### src/rtl/pkg_uart.sv
// Shared UART definitions: baud counter width, frame size and receiver FSM states.
package pkg_uart;

  localparam int unsigned BW        = 16;
  localparam int unsigned DATA_BITS = 8;

  typedef enum logic [2:0] {
    StIdle,
    StStart,
    StData,
    StStop,
    StWaitIdle
  } rx_state_t;

endpackage

### src/rtl/baudgen_rx.sv
// Loadable baud down-counter; tick marks the cycle in which the count reads zero.
module baudgen_rx
  import pkg_uart::*;
(
  input  logic          clk,
  input  logic          rst,
  input  logic          load_i,
  input  logic [BW-1:0] load_val_i,
  input  logic          run_i,
  output logic          tick_o
);

  logic [BW-1:0] cnt_q;

  always_ff @(posedge clk) begin
    if (!rst) begin
      cnt_q <= '0;
    end else if (load_i) begin
      cnt_q <= load_val_i;
    end else if (run_i && (cnt_q != '0)) begin
      cnt_q <= cnt_q - BW'(1);
    end
  end

  assign tick_o = (cnt_q == '0);

endmodule

### src/rtl/uart_rx.sv
// 8N1 UART receiver: two-flop synchronizer, mid-bit sampling FSM, registered strobes.
module uart_rx
  import pkg_uart::*;
#(
  parameter int unsigned BAUDRATE = 434
) (
  input  logic                 clk,
  input  logic                 rst,
  input  logic                 rx_i,
  output logic [DATA_BITS-1:0] data_out_o,
  output logic                 data_valid_o,
  output logic                 frame_err_o,
  output logic                 busy_o
);

  localparam int unsigned   HALF     = BAUDRATE / 2;
  localparam logic [BW-1:0] HalfLoad = BW'(HALF - 1);
  localparam logic [BW-1:0] BitLoad  = BW'(BAUDRATE - 1);

  logic [1:0]           sync_q;
  logic                 rx_s;
  rx_state_t            state_q;
  logic [2:0]           bit_idx_q;
  logic [DATA_BITS-1:0] shift_q;
  logic [DATA_BITS-1:0] data_q;
  logic                 valid_q;
  logic                 ferr_q;
  logic                 tick;
  logic                 load;
  logic                 run;
  logic [BW-1:0]        load_val;

  always_ff @(posedge clk) begin
    if (!rst) begin
      sync_q <= 2'b11;
    end else begin
      sync_q <= {sync_q[0], rx_i};
    end
  end

  assign rx_s = sync_q[1];

  // Counter control must act in the same cycle the FSM decides, so it is decoded combinationally.
  always_comb begin
    load     = 1'b0;
    load_val = BitLoad;
    unique case (state_q)
      StIdle: begin
        load     = !rx_s;
        load_val = HalfLoad;
      end
      StStart: load = tick && !rx_s;
      StData:  load = tick;
      default: load = 1'b0;
    endcase
  end

  assign run = (state_q != StIdle) && (state_q != StWaitIdle);

  baudgen_rx u_baudgen (
    .clk        (clk),
    .rst        (rst),
    .load_i     (load),
    .load_val_i (load_val),
    .run_i      (run),
    .tick_o     (tick)
  );

  always_ff @(posedge clk) begin
    if (!rst) begin
      state_q   <= StIdle;
      bit_idx_q <= '0;
      shift_q   <= '0;
      data_q    <= '0;
      valid_q   <= 1'b0;
      ferr_q    <= 1'b0;
    end else begin
      valid_q <= 1'b0;
      ferr_q  <= 1'b0;
      unique case (state_q)
        StIdle: begin
          if (!rx_s) state_q <= StStart;
        end
        StStart: begin
          if (tick) begin
            bit_idx_q <= '0;
            state_q   <= rx_s ? StIdle : StData;
          end
        end
        StData: begin
          if (tick) begin
            shift_q <= {rx_s, shift_q[DATA_BITS-1:1]};
            if (bit_idx_q == 3'(DATA_BITS - 1)) begin
              state_q <= StStop;
            end else begin
              bit_idx_q <= bit_idx_q + 3'd1;
            end
          end
        end
        StStop: begin
          if (tick) begin
            if (rx_s) begin
              data_q  <= shift_q;
              valid_q <= 1'b1;
              state_q <= StIdle;
            end else begin
              ferr_q  <= 1'b1;
              state_q <= StWaitIdle;
            end
          end
        end
        StWaitIdle: begin
          // A held-low line (break) must not restart decoding until it returns high.
          if (rx_s) state_q <= StIdle;
        end
        default: state_q <= StIdle;
      endcase
    end
  end

  assign data_out_o   = data_q;
  assign data_valid_o = valid_q;
  assign frame_err_o  = ferr_q;
  assign busy_o       = (state_q != StIdle);

endmodule

### config.mk
export PLATFORM = sky130hd
export DESIGN_NAME = uart_rx
export DESIGN_NICKNAME = d
export VERILOG_FILES = /design/src/rtl/pkg_uart.sv /design/src/rtl/baudgen_rx.sv /design/src/rtl/uart_rx.sv
export SDC_FILE = /design/constraint.sdc
export NUM_CORES = 1
export LEC_CHECK = 0
export ABC_AREA = 0
export CAP_MARGIN = 20
export CORE_MARGIN = 1.5
export CORE_UTILIZATION = 53
export CTS_BUF_LIST = sky130_fd_sc_hd__clkbuf_4 sky130_fd_sc_hd__clkbuf_8
export CTS_CLUSTER_SIZE = 25
export DETAILED_ROUTE_END_ITERATION = 8
export GPL_TIMING_DRIVEN = 0
export PLACE_DENSITY = 0.85
export REMOVE_ABC_BUFFERS = 1
export SYNTH_ARGS = -nofsm -noshare
export SYNTH_HDL_FRONTEND = slang
export SYNTH_HIERARCHICAL = 1
export SYNTH_SLANG_ARGS = --single-unit
### constraint.sdc
create_clock -name clk -period 2.3 [get_ports clk]
set_input_delay 0.46 -clock clk [delete_from_list [all_inputs] [get_ports clk]]
set_output_delay 0.46 -clock clk [all_outputs]
set_load 0.1 [all_outputs]
Yosys cells after proc, flatten, opt, wreduce, memory -nomap -nowiden
Index checks and enable logic that the tools add are counted.
W data, S select, Z words.
{"block": "word_totals", "ff_bits": 42, "output_inout_bits": 11}
{"block": "op_classes", "add_sub_neg": 2, "eq_ne": 13, "muxes": 19, "n_reduce_logical": 15}
{"op": "$mux W16", "n": 2}
{"op": "$mux W3", "n": 10}
{"op": "$logic_not A16 Y1", "n": 1}
{"op": "$reduce_bool A16 Y1", "n": 1}
{"op": "$sub A16 B1 Y16 const B", "n": 1}
{"op": "$pmux W3 S5", "n": 1}
{"op": "$ne A2 B2 Y1 const B", "n": 7}
{"op": "$mux W9", "n": 1}
{"op": "$eq A3 B2 Y1 const B", "n": 2}
{"op": "$eq A3 B3 Y1 const B", "n": 2}
{"op": "$pmux W3 S2", "n": 1}
{"op": "$reduce_and A3 Y1", "n": 2}
{"op": "$reduce_and A6 Y1", "n": 1}
{"op": "$reduce_and A4 Y1", "n": 1}
{"op": "$reduce_bool A2 Y1", "n": 2}
{"op": "$add A3 B1 Y3 const B", "n": 1}
{"op": "$eq A3 B1 Y1 const B", "n": 1}
{"op": "$logic_and A1 B1 Y1", "n": 3}
{"op": "$logic_not A3 Y1", "n": 1}
{"op": "$ne A3 B3 Y1 const B", "n": 1}
{"op": "$pmux W1 S3", "n": 1}
{"op": "$reduce_bool A3 Y1", "n": 1}
{"op": "$mux W1", "n": 2}
{"op": "$mux W2", "n": 1}
{"op": "2 further kinds", "n": 2}

Logic depth before layout (Yosys ltp)
{"block": "depth", "ltp_word": 5, "ltp_mapped": 11}

Cells and area by module
The synthesis kept the hierarchy.
{"mod": "uart_rx", "instances": 1, "cells_per_inst": 123, "area_each_um2": 1097.3}
{"mod": "baudgen_rx", "instances": 1, "cells_per_inst": 114, "area_each_um2": 922.1}

Worst setup path after synthesis
OpenSTA, ideal clock, no wires.
{"block": "synth_path", "kind": "register -> register", "startpoint": "reg u_baudgen.cnt_q[7]", "endpoint": "reg u_baudgen.cnt_q[5]", "arrival_ns": 2.278, "t_required_ns": 2.229, "slack_ns": -0.049, "stages_incl_launch_ff": 10, "synth_period_minus_slack_ns": 2.349, "path_cell_list": "dfxtp_1 or4_4 and4bb_1 buf_6 o21ai_0 a21oi_1 inv_1 clkbuf_1 clkbuf_1 a21oi_1"}
{"block": "synth_via", "elab_chain_cells": 4, "word_cells_on_any_way": 7}
{"item": "start: declaration", "line": "baudgen_rx.sv:13", "source": "logic [BW-1:0] cnt_q;"}
{"item": "start signal: assignment", "line": "baudgen_rx.sv:19", "source": "cnt_q <= load_val_i;"}
{"item": "start signal: assignment", "line": "baudgen_rx.sv:21", "source": "cnt_q <= cnt_q - BW'(1);"}
{"item": "$logic_not A16 Y1 (*)", "line": "baudgen_rx.sv:25", "source": "assign tick_o = (cnt_q == '0);"}
{"item": "net tick", "line": "uart_rx.sv:28", "source": "logic tick;"}
{"item": "$logic_and A1 B1 Y1", "line": "uart_rx.sv:52", "source": "StStart: load = tick && !rx_s;"}
{"item": "$pmux W1 S3 (*)", "line": "uart_rx.sv:47", "source": "unique case (state_q)"}
{"item": "net load", "line": "uart_rx.sv:29", "source": "logic load;"}
{"item": "$mux W16 or $reduce_bool A2 Y1 (tied branches)"}
The timed path passes the listed nets; every way through them passes the cells marked *.
A chain may end at the register's enable or synchronous reset.

Worst setup path in the final report
{"block": "layout_path", "startpoint": "reg u_baudgen.cnt_q[7]", "endpoint": "reg u_baudgen.cnt_q[10]"}
Same word-level chain as after synthesis.

==> impl_results.md <==
* Status: finished clean
* Synth Register Bits at 42
* Worst Tran Pin Value at 975 ps
* Sequential share of the synthesized area at 41.6%
* Max Fclk at 439 MHz
* CTS tree: built
* Root Buffer: clkbuf_8
* Fin crit share at 98.9%
* Crit path max fanout at 11
* Residual DRC at 0
* Hold slack at 418 ps
* Mux share of post-synthesis cell area at 5.45%
* Ranking of synthesized cells by area: dfxtp_1 (42%), nand2_1 (8.6%), mux2i_1 (5.5%)
* Routed vias/inst at 5.23
* Worst setup SP type: register
* Rel. slew slack at 34.8%
* TritonRoute pass-1 iters at 4
* Worst Setup End Kind: register
* Synth Area in Simple Gates at 27.0%
* TritonCTS Buffers at 5
* Mapped Avg Cell Area at 8.52 um^2
* Adder-Cell Fraction of Synth Area at 1.86%
* Synth Area in Compound Gates at 14.7%
* Ys flop type: dfxtp_1
* Reg2Reg Depth at 9
* Synth area leader: dfxtp_1
* Final Max Slew Viols at 0
* Remaining global-route overflow at 0
* Boundary Pins at 14
* Via count at 1646
* Cells after DPL at 297
* Initial core utilization at 55.2%
* WL/cell at 13.3 um
* Pwr/cell area at 698 nW/um^2
* Top cells by count, synth: nand2_1 (46), dfxtp_1 (42), a21oi_1 (18)
* Die span in y at 64.7 um
* Final Hold Fails at 0
* Initial antenna violation count at 0
* Top-count cell post-synth: nand2_1
* H-tree depth at 2
* Main combinational cell family by area after synthesis: simple AND/OR/NAND/NOR gates
* Initial drt markers at 117
* Fin Clk Skew at 4.35 ps
* Gr usage total at 20.6%
* Comb pwr share at 22.3%
* Asr flop ratio synth at 0%
* Hold depth at 1
* Die Wd at 64.7 um
* Final setup viols at 0
* Switching power at 0.519 mW
* Post-Synth XOR/XNOR Area at 4.77%
* Syn-to-layout area delta at 21.1%
* Total Die Area at 4190 um^2
* Worst R2R Setup Slack at 20 ps
* Worst path required time at 2470 ps
* Clk pwr share at 29.5%
* Cell Rows at 22
* Largest net degree at the start of global routing at 30
* DRT antenna net count at 0
* Wirelength, routed at 4190 um
* Number of nets in the layout at 272
* Vias in the first global route at 1523
* Core area at 3660 um^2
* Sequential share of power at 48.3%
* Pint at 1.19 mW
* N_diodes at 0
* Post-CTS Hold Buffers at 0
* Cells after Synth at 237
* Hpwl dp at 2490 um
* Maxcap violations at 0
* Setup CP Type: reg2reg
* Clock buffer depth at 2
* Yosys top cell area share at 41.6%
* Synthesized area at 2020 um^2
* Global placement routability congestion at 0.806
* First-pass GRT wire length at 6780 um
* Clock sinks at 42
* Worst hold path class: reg2reg
* Setup TNS at 0 ps
* Clock Latency Late Sink at 300 ps
* Switching share of power at 30.4%
* Synth unique cells at 45
* RSZ-0062 raised after global routing: yes
* Number of non-filler instances in the completed layout at 315
* Total Power at 1.71 mW
* Worst Path Arrival at 2440 ps
* Pleak at 0.884 nW
* Min Tclk post-route at 2280 ps
* Buffers added on ports at 13
* Post-synth EDFFs at 0
* Yosys warns at 6
* Worst vdd ir at 0.000526 V
* Core Util, Final at 66.8%
* CTS clk-pin slew, worst paths at 80 ps
* Layout cell share with drive strength beyond 1 at 15.0%
metrics by stage:
step           cell area (um^2)  setup WS, ps
2_1_floorplan              2000          -347
3_3_place_gp               2190          -792
3_5_place_dp               2220          -843
4_1_cts                    2370          9.63
5_1_grt                    2450         -83.6
6_report                   2450          24.6
metal layers:
metal	share of wire [%]	track usage, %	wire length, um	up-vias
met2	52	36.9	2170	27
met4	0.81	6.12	34	0
met5	0	0	0	-
met3	3.5	5.73	147	7
met1	44	23.9	1840	752
li1	-	-	-	860
final timing paths:
check | start | to
setup / recovery | u_baudgen/cnt_q[7] | u_baudgen/cnt_q[10]
hold reg to reg | sync_q[0] | sync_q[1]
setup reg to reg | u_baudgen/cnt_q[7] | u_baudgen/cnt_q[10]
hold / removal | sync_q[0] | sync_q[1]
power groups by stage:
stage	registers [mW]	clock network, mW	logic (mW)
finish	0.824	0.503	0.380
global route	0.828	0.551	0.418
CTS	0.820	0.507	0.340
detailed placement	0.837	0	0.300
global placement	0.834	0	0.289
floorplan	0.824	0	0.239
layout by cell type (no fill, tap or decap), drive strengths merged, types with 2 or more instances in the layout:
cell type	count
nand2	46
clkinvlp	3
buf	11
clkbuf	6
mux2i	11
ha	3
nor2b	3
nand2b	4
a21oi	18
clkdlybuf4s50	12
conb	11
o2bb2ai	3
xnor2	11
a21boi	8
o21ai	16
and4bb	2
nor2	17
nor3	6
inv	7
or4	2
nor4	4
nor3b	4
dfxtp	42
critical path: stages, from the launching register on:
cell and delay [ps]:
dfxtp_4 360, or4_4 540, and4bb_4 390, o21ai_2 80, a21oi_2 150, buf_6 140, clkinvlp_4 90, buf_6 150
o21ai_1 150, a21oi_1 80
area by class of cell:
type                    count  area (um^2)
repair buffers             23          243
flip-flops and latches     42          847
clock inverters             2         12.5
repair inverters            1         7.51
multi-input cells         185         1160
clock buffers               6         82.6
well taps                  48         60.1
inverters                   8         33.8
fillers                   283         1210
kinds of logic after synthesis:
group / count (synthesis)
flip-flops: 42
AO/OA/AOI/OAI: 50
XOR/XNOR: 11
buffers and inverters: 19
AND/OR/NAND/NOR: 99
adder cells (fa/ha/maj): 3
other: 2
multiplexers: 11
what timing repair did:
item,in CTS,in global routing
cloned,1,0
endpoints found under the setup margin,37,30
setup buffers,6,3
gates resized for setup,11,22
pin swaps,2,2
state kept, by name, indices dropped and copies added (netlist names):
signal	count
bit_idx_q	3
data_out_o	8
data_valid_o	1
frame_err_o	1
shift_q	8
state_q	3
sync_q	2
u_baudgen/cnt_q	16
(Power assumes the default switching activity.)
